`src/rtl/ysyx_25060170_lsu.sv`:
```
// Load/store unit: takes one execute-stage result at a time and hands it to writeback.
// Memory ops go through a single outstanding-request bus handshake.
//   clk, rst         : clock, asynchronous active-low reset
//   ex_valid/ls_ready: upstream handshake (exu_res, store_data, ls_op, rd_addr, rd_wen)
//   ls_valid/wb_ready: downstream handshake (ls_res, ls_rd_addr, ls_rd_wen, ls_err)
//   mem_*            : request/grant bus with rvalid as read data or write acknowledge
module ysyx_25060170_lsu #(
  parameter int unsigned ADDR_W = 32
) (
  input  logic              clk,
  input  logic              rst,
  input  logic              ex_valid,
  output logic              ls_ready,
  input  logic [63:0]       exu_res,
  input  logic [63:0]       store_data,
  input  logic [4:0]        ls_op,
  input  logic [4:0]        rd_addr,
  input  logic              rd_wen,
  output logic              ls_valid,
  input  logic              wb_ready,
  output logic [63:0]       ls_res,
  output logic [4:0]        ls_rd_addr,
  output logic              ls_rd_wen,
  output logic              ls_err,
  output logic              mem_req,
  output logic              mem_wen,
  output logic [ADDR_W-1:0] mem_addr,
  output logic [63:0]       mem_wdata,
  output logic [7:0]        mem_wmask,
  input  logic              mem_gnt,
  input  logic              mem_rvalid,
  input  logic [63:0]       mem_rdata
);

  localparam int unsigned XLEN = 64;

  typedef enum logic [1:0] {S_IDLE, S_REQ, S_WAIT, S_DONE} state_t;

  state_t            state;
  state_t            state_nxt;
  logic              accept_c;
  logic              mis_c;
  logic [7:0]        size_mask_c;
  logic [XLEN-1:0]   load_sh_c;
  logic [XLEN-1:0]   load_c;
  logic              ready_nxt;
  logic              valid_nxt;
  logic              req_nxt;
  logic [3:0]        op_q;
  logic [2:0]        off_q;
  logic              rd_wen_q;

  assign accept_c = ex_valid & ls_ready;

  // Alignment check on the incoming address for the requested size
  always_comb begin
    mis_c       = 1'b0;
    size_mask_c = 8'h01;
    case (ls_op[1:0])
      2'd0: begin mis_c = 1'b0;            size_mask_c = 8'h01; end
      2'd1: begin mis_c = exu_res[0];      size_mask_c = 8'h03; end
      2'd2: begin mis_c = |exu_res[1:0];   size_mask_c = 8'h0F; end
      default: begin mis_c = |exu_res[2:0]; size_mask_c = 8'hFF; end
    endcase
  end

  // Lane-align read data, then truncate and extend to the access size
  assign load_sh_c = mem_rdata >> {off_q, 3'b000};
  always_comb begin
    load_c = load_sh_c;
    case (op_q[1:0])
      2'd0: load_c = op_q[2] ? {56'd0, load_sh_c[7:0]}  : {{56{load_sh_c[7]}},  load_sh_c[7:0]};
      2'd1: load_c = op_q[2] ? {48'd0, load_sh_c[15:0]} : {{48{load_sh_c[15]}}, load_sh_c[15:0]};
      2'd2: load_c = op_q[2] ? {32'd0, load_sh_c[31:0]} : {{32{load_sh_c[31]}}, load_sh_c[31:0]};
      default: load_c = load_sh_c;
    endcase
  end

  // State register
  always_ff @(posedge clk or negedge rst) begin
    if (!rst) state <= S_IDLE;
    else      state <= state_nxt;
  end

  // Next-state logic; misaligned and non-memory ops skip the bus entirely
  always_comb begin
    state_nxt = state;
    case (state)
      S_IDLE: if (accept_c) state_nxt = (!ls_op[4] || mis_c) ? S_DONE : S_REQ;
      S_REQ:  if (mem_gnt)    state_nxt = S_WAIT;
      S_WAIT: if (mem_rvalid) state_nxt = S_DONE;
      S_DONE: if (wb_ready)   state_nxt = S_IDLE;
      default: state_nxt = S_IDLE;
    endcase
  end

  // Handshake outputs decoded from the next state so they come straight off flops
  always_comb begin
    ready_nxt = 1'b0;
    valid_nxt = 1'b0;
    req_nxt   = 1'b0;
    case (state_nxt)
      S_IDLE:  ready_nxt = 1'b1;
      S_REQ:   req_nxt   = 1'b1;
      S_DONE:  valid_nxt = 1'b1;
      default: ready_nxt = 1'b0;
    endcase
  end

  always_ff @(posedge clk or negedge rst) begin
    if (!rst) begin
      ls_ready <= 1'b1;
      ls_valid <= 1'b0;
      mem_req  <= 1'b0;
    end else begin
      ls_ready <= ready_nxt;
      ls_valid <= valid_nxt;
      mem_req  <= req_nxt;
    end
  end

  // Capture on accept; results only change on accept or on bus completion
  always_ff @(posedge clk or negedge rst) begin
    if (!rst) begin
      op_q       <= '0;
      off_q      <= '0;
      rd_wen_q   <= 1'b0;
      ls_res     <= '0;
      ls_rd_addr <= '0;
      ls_rd_wen  <= 1'b0;
      ls_err     <= 1'b0;
      mem_wen    <= 1'b0;
      mem_addr   <= '0;
      mem_wdata  <= '0;
      mem_wmask  <= '0;
    end else if (accept_c) begin
      op_q       <= ls_op[3:0];
      off_q      <= exu_res[2:0];
      rd_wen_q   <= rd_wen;
      ls_rd_addr <= rd_addr;
      ls_err     <= ls_op[4] & mis_c;
      ls_rd_wen  <= rd_wen & ~ls_op[4];
      if (!ls_op[4] || mis_c) ls_res <= exu_res;
      if (ls_op[4] && !mis_c) begin
        mem_wen   <= ls_op[3];
        mem_addr  <= {exu_res[ADDR_W-1:3], 3'b000};
        mem_wdata <= ls_op[3] ? (store_data << {exu_res[2:0], 3'b000}) : '0;
        mem_wmask <= ls_op[3] ? 8'(size_mask_c << exu_res[2:0]) : 8'h00;
      end
    end else if (state == S_WAIT && mem_rvalid) begin
      ls_res    <= op_q[3] ? '0 : load_c;
      ls_rd_wen <= rd_wen_q & ~op_q[3];
    end
  end

endmodule

```
`config.mk`:
```
export PLATFORM = sky130hd
export DESIGN_NAME = ysyx_25060170_lsu
export DESIGN_NICKNAME = d
export VERILOG_FILES = /design/src/rtl/ysyx_25060170_lsu.sv
export SDC_FILE = /design/constraint.sdc
export NUM_CORES = 1
export LEC_CHECK = 0
export ABC_AREA = 1
export BUFFER_PORTS_ARGS = -buffer_cell sky130_fd_sc_hd__buf_2
export CAP_MARGIN = 20
export CORE_MARGIN = 4
export CORE_UTILIZATION = 45
export CTS_CLUSTER_SIZE = 30
export DETAILED_ROUTE_END_ITERATION = 12
export GPL_TIMING_DRIVEN = 0
export MAX_ROUTING_LAYER = met4
export PLACE_DENSITY_LB_ADDON = 0.1
export SLEW_MARGIN = 20
export SYNTH_ARGS = -nofsm -noshare
export SYNTH_HDL_FRONTEND = slang
export SYNTH_SLANG_ARGS = --single-unit
```
`constraint.sdc`:
```
create_clock -name clk -period 2.2 [get_ports clk]
set_clock_uncertainty 0.15 [all_clocks]
set_input_delay 0.11 -clock clk [delete_from_list [all_inputs] [get_ports clk]]
set_output_delay 0.11 -clock clk [all_outputs]
set_load 0.05 [all_outputs]
```
# After elaboration in Yosys (flattened, before gate mapping)
# Cells that the tools add are included.
# Widths: inputs -> output; s select.
# word_totals
ff_bits,186
inputBits,209
output_inout_bits,179
elab_cells,71
# classes
eq_ne,10
n_shift,3
n_mux,23
bitwise_logic,6
n_reduce_logical,14
# ops
op,n
$mux 64,8
$pmux 64 s3,1
$shl 64x6->64,1
$shr 64x6->64,1
$pmux 8 s3,1
$eq 2x2->1 const B,5
$mux 2,5
$eq 2x1->1 const B,4
$logic_not 2->1,4
$mux 8,1
$pmux 2 s4,1
$shl 8x3->8,1
$mux 1,5
$and 1x1->1,4
$reduce_and 2->1,2
$pmux 1 s3,1
$reduce_or 3->1,1
$logic_and 1x1->1,2
$logic_not 1->1,2
$ne 2x1->1 const B,1
$not 1->1,2
$reduce_bool 2->1,1
$reduce_or 2->1,1
$logic_or 1x1->1,1

# Longest topological paths before layout
# Gate-level depths: netlist of the first run.
# depth
ltp_word,8
depth_mapped,12
ltp_nobuf,11

# Least setup slack after synthesis of the first run
# No wires, ideal clock.
# synth_path
path_kind,reg2reg
from,register ls_ready
to,register ls_res[12]
setup_ps,77
t_arrival_ps,1837
required_ps,1973
path_slack_ps,135
path_stages_with_launch,7
path_buffers,2
synth_period_minus_slack_ps,2065
path_cell_list,dfstp_2 -> nand2_1 -> inv_1 -> clkbuf_1 -> clkbuf_1 -> a21oi_1 -> a21oi_1
# synth_via
elab_chain_len,3
elab_cells_between_ends,5
cone_classes,eq/ne: 1; mux: 1; bitwise: 1; reduce/logical: 2
# synth_rtl
item,line_no,rtl
start: declaration,13,"output logic ls_ready,"
start signal: assignment,116,ls_ready <= ready_nxt;
$and 1x1->1 *,53,assign accept_c = ex_valid & ls_ready;
$ne 2x1->1 (no source line) / $reduce_bool 2->1 (equally long branches),n/a,
$reduce_and 2->1 (no source line),n/a,
end signal: assignment,143,if (!ls_op[4] || mis_c) ls_res <= exu_res;
end signal: assignment,151,ls_res <= op_q[3] ? '0 : load_c;
end: declaration,21,"output logic [63:0] ls_res,"
# Every way passes the cells marked *; elsewhere a longest branch is shown, timed or not.
# A chain may end at the register's enable or synchronous reset.

# Final worst setup path of the first run
# layout_path
from,register off_q[0]
to,register ls_res[1]
# layout_via
elab_chain_len,6
elab_cells_between_ends,8
cone_classes,shift: 1; mux: 7
# layout_rtl
item,line_no,rtl
start: declaration,50,logic [2:0] off_q;
start signal: assignment,138,off_q <= exu_res[2:0];
$shr 64x6->64 *,68,"assign load_sh_c = mem_rdata >> {off_q, 3'b000};"
$mux 64 (on tied branches),"74, 72, 73",
$pmux 64 s3 *,71,case (op_q[1:0])
$mux 64 *,151,
$mux 64 *,150,end else if (state == S_WAIT && mem_rvalid) begin
$mux 64 *,136,end else if (accept_c) begin
# Every way passes the cells marked *; elsewhere a longest branch is shown, timed or not. The select of a mux whose other input is x is not followed.

==> results by stage, run 1 <==
Die:
- The floorplan has 57 rows.
- 388 I/O pins were placed.
- From left edge to right edge, the die measures 165 µm.
- The die covers 27100 µm².
- The initial core utilization is 0.455.
- The vertical extent of the die is 165 µm.
- The area of the core is 24200 µm².

Critical path:
- The most prevalent standard cell on the critical path is o21ai_1.
- The kind of cell with the highest combined delay along the critical path is compound AO/OA/AOI/OAI gates.
- The number of buffer and inverter stages on the critical path is 3.
- The critical path launch point type is a flop.
- Along the worst path, the maximum fanout reaches 10.
- The category of the worst setup path capture point is a flop.
- The slowest stage of the critical path belongs to the cell dfrtp_1.
- The signal on the critical path passes through inv_2 -> buf_6 -> buf_4 -> nand2_1 -> o21ai_1 -> o21ai_2 -> a21oi_1 -> o21ai_1 -> nand3_1 -> o21a_1.
- The largest single stage delay on the critical path is 0.44 ns.
- The critical path data arrival time is 2.45 ns.
- At the worst endpoint, the required time is 2.44 ns.
- The setup path with the least slack is of type reg2reg.

Logic synthesis:
- The count of yosys warnings during synthesis is 0.
- Synthesis instantiated 39 different standard cells from the library.
- The flip-flop and latch count after synthesis is 186.
- The post-synthesis sequential area ratio is 0.422.
- The post-synthesis cell count is 1537.
- The synthesized area per cell is 7.18 µm².
- Counting flops with an async set or reset pin after synthesis yields a share of 1.00.
- In this run the cell area of the synthesized design comes to 11000 µm².
- In this run, synthesis inferred 0 flip-flops with an integrated enable.
- The top flip-flop cell by instance count after synthesis is dfrtp_1.

Layout:
- The area growth from synthesis to layout is 37.9%.
- The final layout contains 2252 nets.
- With fillers left out, the area of the finished cells amounts to 15200 µm².
- The fraction of final layout cells sized beyond drive strength 1 is 0.276.
- The final-layout fill cell count is 2196.

Power and ir drop:
- The total power divided by cell area is 1650 nW/µm².
- The peak supply drop is 0.00104 V.
- The leakage power of the design is 7.78 nW.

Placement:
- The placed cell area is 13400 µm².
- The half-perimeter wire length after detailed placement is 41.9 mm.
- The number of I/O port buffers is 382.
- Timing analysis after detailed placement gives a worst setup slack of -0.557 ns.
- The congestion estimate from routability-driven global placement came to 1.03.

STA:
- The minimum clock period after layout is 2.21 ns.
- For the pin with the worst max-slew slack, the measured transition is 0.755 ns.
- Setup violations remaining at the end of the flow were counted as 1.
- The final clock period utilization by the worst path is 1.01.
- Final hold analysis gives a worst-case slack of 0.0108 ns.
- The final number of hold-violating endpoints is 0.
- The number of max-slew violations in the final report is 0.
- In the post-route analysis, the smallest setup slack over all paths is -0.0145 ns.
- The worst pin sits at a relative slew slack of 0.497.
- The maximum achievable frequency is 452 MHz.
- Setup repair after global routing could not meet its margin everywhere.

Global routing:
- Entering global routing, the biggest net connects 95 pins.
- The number of global-route vias before repair is 13700.
- The total overflow left after global routing is 0.
- The first global-routing pass estimated 80.2 mm of wire.
- The number of antenna violations at the first check in global routing is 3.
- For this run, the total global-route usage over all layers was measured as 0.408.

Run status:
- The checks that failed: negative setup slack.
- The flow ran to the end, but the final reports show violations.

Routing:
- In the routed design, unresolved DRC markers number 0.
- The average wire length per cell after detail routing is 23.5 µm.
- The via count is 14100.
- The first detailed-routing pass ran for 6 iterations.
- In this run, the number of DRC markers left after iteration 0 of detailed routing was 1859.
- Summed over all layers, the routed wires come to 56.0 mm.
- The detailed-route vias per instance is 5.92.
- The remaining antenna violation count is 0.

Clock tree:
- The clock edge transition at the registers on the reported setup and hold paths is 0.08 ns.
- The later pin in the worst-skew pair is clocked with a latency of 0.45 ns.
- In this run, CTS created clock tree buffers numbering 17.
- The H-tree was split into 4 levels.
- The root buffer cell is clkbuf_16.
- The clock sink total is 186.
- The number of buffers between clock root and the deepest sink is 2.
- The clock tree from TritonCTS is yes.

Flow run:
- The number of max-cap violations is 0.

Worst hold path:
- The worst hold-check path type is in2reg.
-- worst paths after layout --
check | cells after the start | start | slack, ns | endpoint
worst max register to register | 10 | off_q[0] | -0.01 | ls_res[1]
worst min register to register | 2 | mem_wdata[14] | 0.33 | mem_wdata[14]
max in group asynchronous | 3 | rst | 0.76 | ls_res[32]
worst min-delay path | 5 | store_data[48] | 0.01 | mem_wdata[48]
min in group asynchronous | 2 | rst | 0.16 | mem_addr[25]
worst max-delay path | 10 | off_q[0] | -0.01 | ls_res[1]
-- synthesized netlist by cell type (6+ instances only) --
cell type  instances  area [µm²]
inv_2              7        26.3
nor2_1            94         353
inv_1             67         251
clkbuf_1          57         214
nand2_1          426        1600
a22o_1            14         123
o211ai_1          22         165
o21a_1             6        45.0
o21ai_0          207        1040
buf_2             43         215
buf_1              9        33.8
dfrtp_1          185        4630
a21oi_1          159         796
buf_4             10        75.1
o21ai_1           21         105
nand3_1          123         616
or2_2             13        81.3
o22ai_1           16         100
mux2i_1           16         160
mux2_2             8        90.1
-- metrics by stage --
step,std cells,TNS (ns),total power [W],util
2_1_floorplan,1539,0,0.0161,-
3_3_place_gp,2245,-425.93,0.0205,0.551
3_5_place_dp,2246,-32.69,0.0207,0.553
4_1_cts,2376,-0.126,0.0242,0.620
5_1_grt,2383,-0.148,0.0262,0.628
6_report,2384,-0.0145,0.0251,0.628
-- sequential cells by signal, indices dropped and copies added, names as in the netlist, 2 cells and up --
name,cells
mem_wdata,64
mem_wmask,8
mem_addr,29
off_q,3
ls_res,64
state,2
ls_rd_addr,5
op_q,4
-- per-layer routing --
metal	global-route usage	wire length, µm	vias up
met5	-	0	-
met4	0.281	4260	0
met3	0.0581	4780	250
met2	0.654	26600	1007
met1	0.476	20300	6669
li1	-	-	6192
-- power breakdown --
part           leakage, nW  total, W  internal [W]  switching, W
Sequential            2.34   0.00588       0.00493      0.000951
Combinational         5.15    0.0160       0.00409        0.0119
Clock                0.286   0.00322       0.00153       0.00169
-- tightest hold or removal path, stage by stage --
cell     delay [ns]
buf_2          0.11
a21oi_1        0.06
o21ai_0        0.07
o22ai_1        0.09
o21ai_1        0.14
-- layout make-up --
| cell class | instances | area (µm²) | share of cell area |
|---|---|---|---|
| antenna | 4 | 10.0 | 0.000657 |
| clock inverter | 14 | 151 | 0.00994 |
| clock buffer | 18 | 429 | 0.0282 |
| buffer | 124 | 692 | 0.0454 |
| sequential | 186 | 4660 | 0.306 |
| tap | 324 | 405 | 0.0266 |
| inverter | 74 | 280 | 0.0184 |
| multi-input combinational | 1155 | 5650 | 0.371 |
| timing repair buffer | 485 | 2960 | 0.194 |
-- repair_timing --
| item | in CTS | in global routing |
|---|---|---|
| gates resized for setup | 60 | 83 |
| buffers inserted | 1 | 4 |
| hold buffers | 97 | 0 |
| pin swaps | 1 | 4 |
| endpoints found under the setup margin | 145 | 78 |
| hold endpoints to repair | 218 | 0 |
-- placed cells by master, fill, tap and decap left out, types with 8 or more instances in the layout --
cell type        n
or2_2           13
clkbuf_2        14
mux2_2           8
buf_6           13
nand3_1        117
o21ai_0        157
a21oi_1        155
a22o_1          14
buf_2          413
o21ai_1         59
o211ai_1        22
clkbuf_16       17
nor2_1          90
nand2_1        423
o21ai_2         13
dlygate4sd3_1   97
inv_1           64
clkbuf_1        42
o22ai_1         16
inv_2            9
dfrtp_1        185
buf_4           15
clkbuf_4         9
mux2i_1         16
-- kinds of logic after synthesis --
logic type             Yosys count  share of synthesized area
AND/OR/NAND/NOR                667                      0.249
AO/OA/AOI/OAI                  461                      0.227
buffers and inverters          198                     0.0790
flip-flops                     186                      0.422
multiplexers                    24                     0.0227
other                            1                   0.000340
Power figures use the tool's default switching activity.
==> inputs of run 2 (changes only) <==
--- a/config.mk
+++ b/config.mk
@@ -6,7 +6,7 @@
 export NUM_CORES = 1
 export LEC_CHECK = 0
 export ABC_AREA = 1
-export BUFFER_PORTS_ARGS = -buffer_cell sky130_fd_sc_hd__buf_2
+export BUFFER_PORTS_ARGS = -buffer_cell sky130_fd_sc_hd__buf_4
 export CAP_MARGIN = 20
 export CORE_MARGIN = 4
 export CORE_UTILIZATION = 45
==> constraint.sdc (replaced) <==
create_clock -name clk -period 2.47 [get_ports clk]
set_clock_uncertainty 0.15 [all_clocks]
set_input_delay 0.1235 -clock clk [delete_from_list [all_inputs] [get_ports clk]]
set_output_delay 0.1235 -clock clk [all_outputs]
set_load 0.05 [all_outputs]
==> run 2 against run 1 <==
The flow now finishes without violations; worst hold slack about the same; worst setup slack improved by 0.044 ns; cell count down 0.38%; wire length shrank 2.6%; combinational power down 9%; sequential power fell by 9.7%; flip-flop and latch count stayed put; critical endpoint is now ls_res[26].
==> results by stage, run 2 (synthesis results as in run 1) <==
Run status:
- The flow ran to the end, and the final reports show no timing, DRC or antenna violations.

Clock tree:
- The count of H-tree levels built during CTS is 4 (unchanged).
- TritonCTS built the clock tree.
- The clock edge transition at the registers on the reported setup and hold paths is 0.08 ns (about the same).
- The number of setup buffers added after CTS came to 0 (-1).
- The clock sink total was 186 (unchanged).
- The root buffer cell is clkbuf_16.
- The clock insertion delay at the later pin of the skew report came to 0.45 ns (about the same).
- The total clock buffers created by CTS was 17 (unchanged).
- The number of buffers between clock root and the deepest sink was 2 (unchanged).

Critical path:
- The largest fanout on the critical path is 10 (unchanged).
- STA classifies the critical path startpoint as a flop.
- The source of the critical timing path is off_q[0].
- The path depth of the worst reg2reg path is 9 (-1).
- The required time at the worst-slack endpoint is 2.65 ns (+0.21 ns).
- The type of the setup path with the least slack is reg2reg.
- In this run the critical register-to-register path is launched from off_q[0].
- The critical path data arrival time is 2.62 ns (+0.17 ns).
- The category of the worst setup path capture point is a flop.
- In this run the critical register-to-register path is captured at ls_res[26].
- The register-to-register path setup slack is 0.03 ns (+0.04 ns).
- In this run the worst setup path terminates at ls_res[26].

STA:
- The setup TNS after final layout is 0 ns (+0.0145 ns).
- Setup repair after global routing left no endpoint under its margin.
- The transition time at the pin with the least slew margin was 0.716 ns (-0.0386 ns).
- The minimum clock period after layout is 2.44 ns (+0.226 ns).
- The final clock period utilization by the worst path was 0.988 (-0.0184).
- The maximum achievable frequency is 410 MHz (-9.3%).
- The minimum hold slack is 0.0105 ns (-0.000264 ns).
- The final-report setup violation count is 0 (-1).
- The number of max-slew violations in the final report is 0 (unchanged).
- The relative slew slack is 0.523 (+0.0257).
- The final number of hold-violating endpoints came to 0 (unchanged).

Routing:
- The post-detailed-route DRC marker count is 0 (unchanged).
- The total wire length after detailed routing came to 54.5 mm (-2.6%).
- The length of the first detailed-routing pass in iterations came to 5 (-1).
- The via count is 13900 (-1.7%).
- The detailed-route vias per instance is 5.85 (-1.3%).
- The DRC marker count from the first detailed-route iteration came to 1803 (-3.0%).
- The remaining antenna violation count is 0 (unchanged).
- The average wire length per cell after detail routing was 23.0 µm (-2.2%).

Layout:
- The top cell types in the final layout, fill and taps aside, are nand2_1, buf_4, o21ai_0.
- The fraction of final layout cells sized beyond drive strength 1 came to 0.257 (-0.0192).
- The final design instance area without fill is 15900 µm² (+4.6%).
- The final-layout fill cell count is 2103 (-4.2%).
- The number of nets in the layout is 2246 (-0.27%).
- Compared with the post-synthesis result, the final layout area differs by 44.3%.
- The area of the multi-input gates is 5530 µm² (-2.1%).
- In the final layout, the registers with the most flip-flops are ls_res: 64 flops, mem_wdata: 64 flops, mem_addr: 29 flops.
- The register area is 4660 µm² (unchanged).
- The library cell used most frequently in the layout, excluding fill and tap cells, is nand2_1.

Global routing:
- The number of global-route vias before repair is 13700 (+0.015%).
- The total routing usage reported by global routing is 0.403 (-0.00500).
- The total congestion overflow came to 0 (unchanged).
- The number of antenna violations at the first check in global routing is 1 (-2).
- The global-route wire length before repair is 80.0 mm (-0.26%).
- The largest net degree at the start of global routing is 97 (+2.1%).

Power and ir drop:
- The power dissipated by switching net loads is 0.0127 W (-13%).
- The peak supply drop is 0.000956 V (-8.2%).
- The total power divided by cell area was 1420 nW/µm² (-14%).
- The clock power share was 0.125 (-0.003).
- The cell internal power dissipation is 0.00991 W (-6.0%).
- The part of the power in registers is 0.235 (about the same).
- The leakage power of the design is 7.93 nW (+1.9%).
- The total power of the final layout is 0.0226 W (-9.9%).
- The switching share of power came to 0.562 (-0.0184).
- The combinational share of power is 0.640 (+0.002).

Die:
- The area of the core is 24200 µm² (unchanged).
- The number of top-level pins is 388 (unchanged).
- The total number of placement rows is 57 (unchanged).
- The vertical extent of the die was 165 µm (unchanged).
- The die footprint was 27100 µm² (unchanged).
- The initial core utilization is 0.455 (unchanged).
- The width of the die was 165 µm (unchanged).

Flow run:
- The number of max-cap violations is 0 (unchanged).

Placement:
- The half-perimeter wire length after detailed placement is 41.2 mm (-1.5%).
- The number of I/O port buffers is 382 (unchanged).
- The placed cell area is 14400 µm² (+7.1%).
- The final weighted congestion in routability-driven placement is 1.09 (+5.4%).

Worst hold path:
- In this run the most critical hold path is launched from store_data[62].
- The path class of the tightest hold or removal check is in2reg.
[run 2: cell count changes in the layout (fill, tap and decap cells not counted), sizes merged]
cell | before | now
clkbuf | 82 | 78
clkinv | 6 | 3
diode | 4 | 1
inv | 82 | 84
buf | 448 | 447
clkinvlp | 0 | 1
dlygate4sd3 | 97 | 96
[run 2: how the worst min path moves through the flow]
stage	end	slack, ns	cells after the start
2_1_floorplan	ls_err	-0.32	0
3_3_place_gp	ls_rd_addr[4]	0.17	3
3_5_place_dp	mem_addr[23]	0.05	1
4_1_cts	mem_wdata[50]	0.001	5
5_1_grt	mem_wdata[50]	0.02	5
6_report	mem_wdata[62]	0.01	5
[run 2: area by class of cell]
class | instances | share of cell area
multi-input cells | 1155 | 0.347
flip-flops and latches | 186 | 0.292
repair buffers | 479 | 0.243
plain buffers | 124 | 0.0387
clock buffers | 18 | 0.0276
well taps | 324 | 0.0255
inverters | 74 | 0.0174
clock inverters | 14 | 0.00880
diodes | 1 | 0.000157
[run 2: per-layer routing]
layer	global-route usage	share of wire	vias up
li1	-	-	6169
met1	0.476	0.37	6532
met2	0.664	0.48	965
met3	0.0569	0.088	217
met4	0.229	0.066	0
met5	-	0	-
[run 2: repair_timing]
action	4_1_cts	5_1_grt
resized for setup	8	27
hold buffers	96	0
hold endpoints to repair	217	0
setup endpoints to repair	78	70
[run 2: per-stage QoR]
step | utilization | std cells | worst slack, ns
after global routing | 0.657 | 2375 | 0.0108
after global placement | 0.591 | 2245 | -0.211
after floorplan | - | 1539 | 0.405
final | 0.657 | 2375 | 0.0291
after detailed placement | 0.592 | 2246 | -0.243
after CTS | 0.656 | 2374 | 0.0112
[run 2: power groups by stage]
| stage | sequential, W | clock (W) | combinational, W |
|---|---|---|---|
| 2_1_floorplan | 0.00946 | 0 | 0.00486 |
| 3_3_place_gp | 0.00523 | 0 | 0.0138 |
| 3_5_place_dp | 0.00526 | 0 | 0.0140 |
| 4_1_cts | 0.00522 | 0.00283 | 0.0142 |
| 5_1_grt | 0.00541 | 0.00297 | 0.0152 |
| 6_report | 0.00531 | 0.00283 | 0.0145 |
[run 2: worst max-delay path, stage by stage, from the launching register on]
cell	delay [ns]
dfrtp_1	0.39
inv_2	0.10
clkbuf_4	0.21
buf_2	0.20
o21ai_0	0.49
nand2_1	0.11
nand2_1	0.13
a21oi_1	0.08
o21ai_0	0.34
a21oi_1	0.12
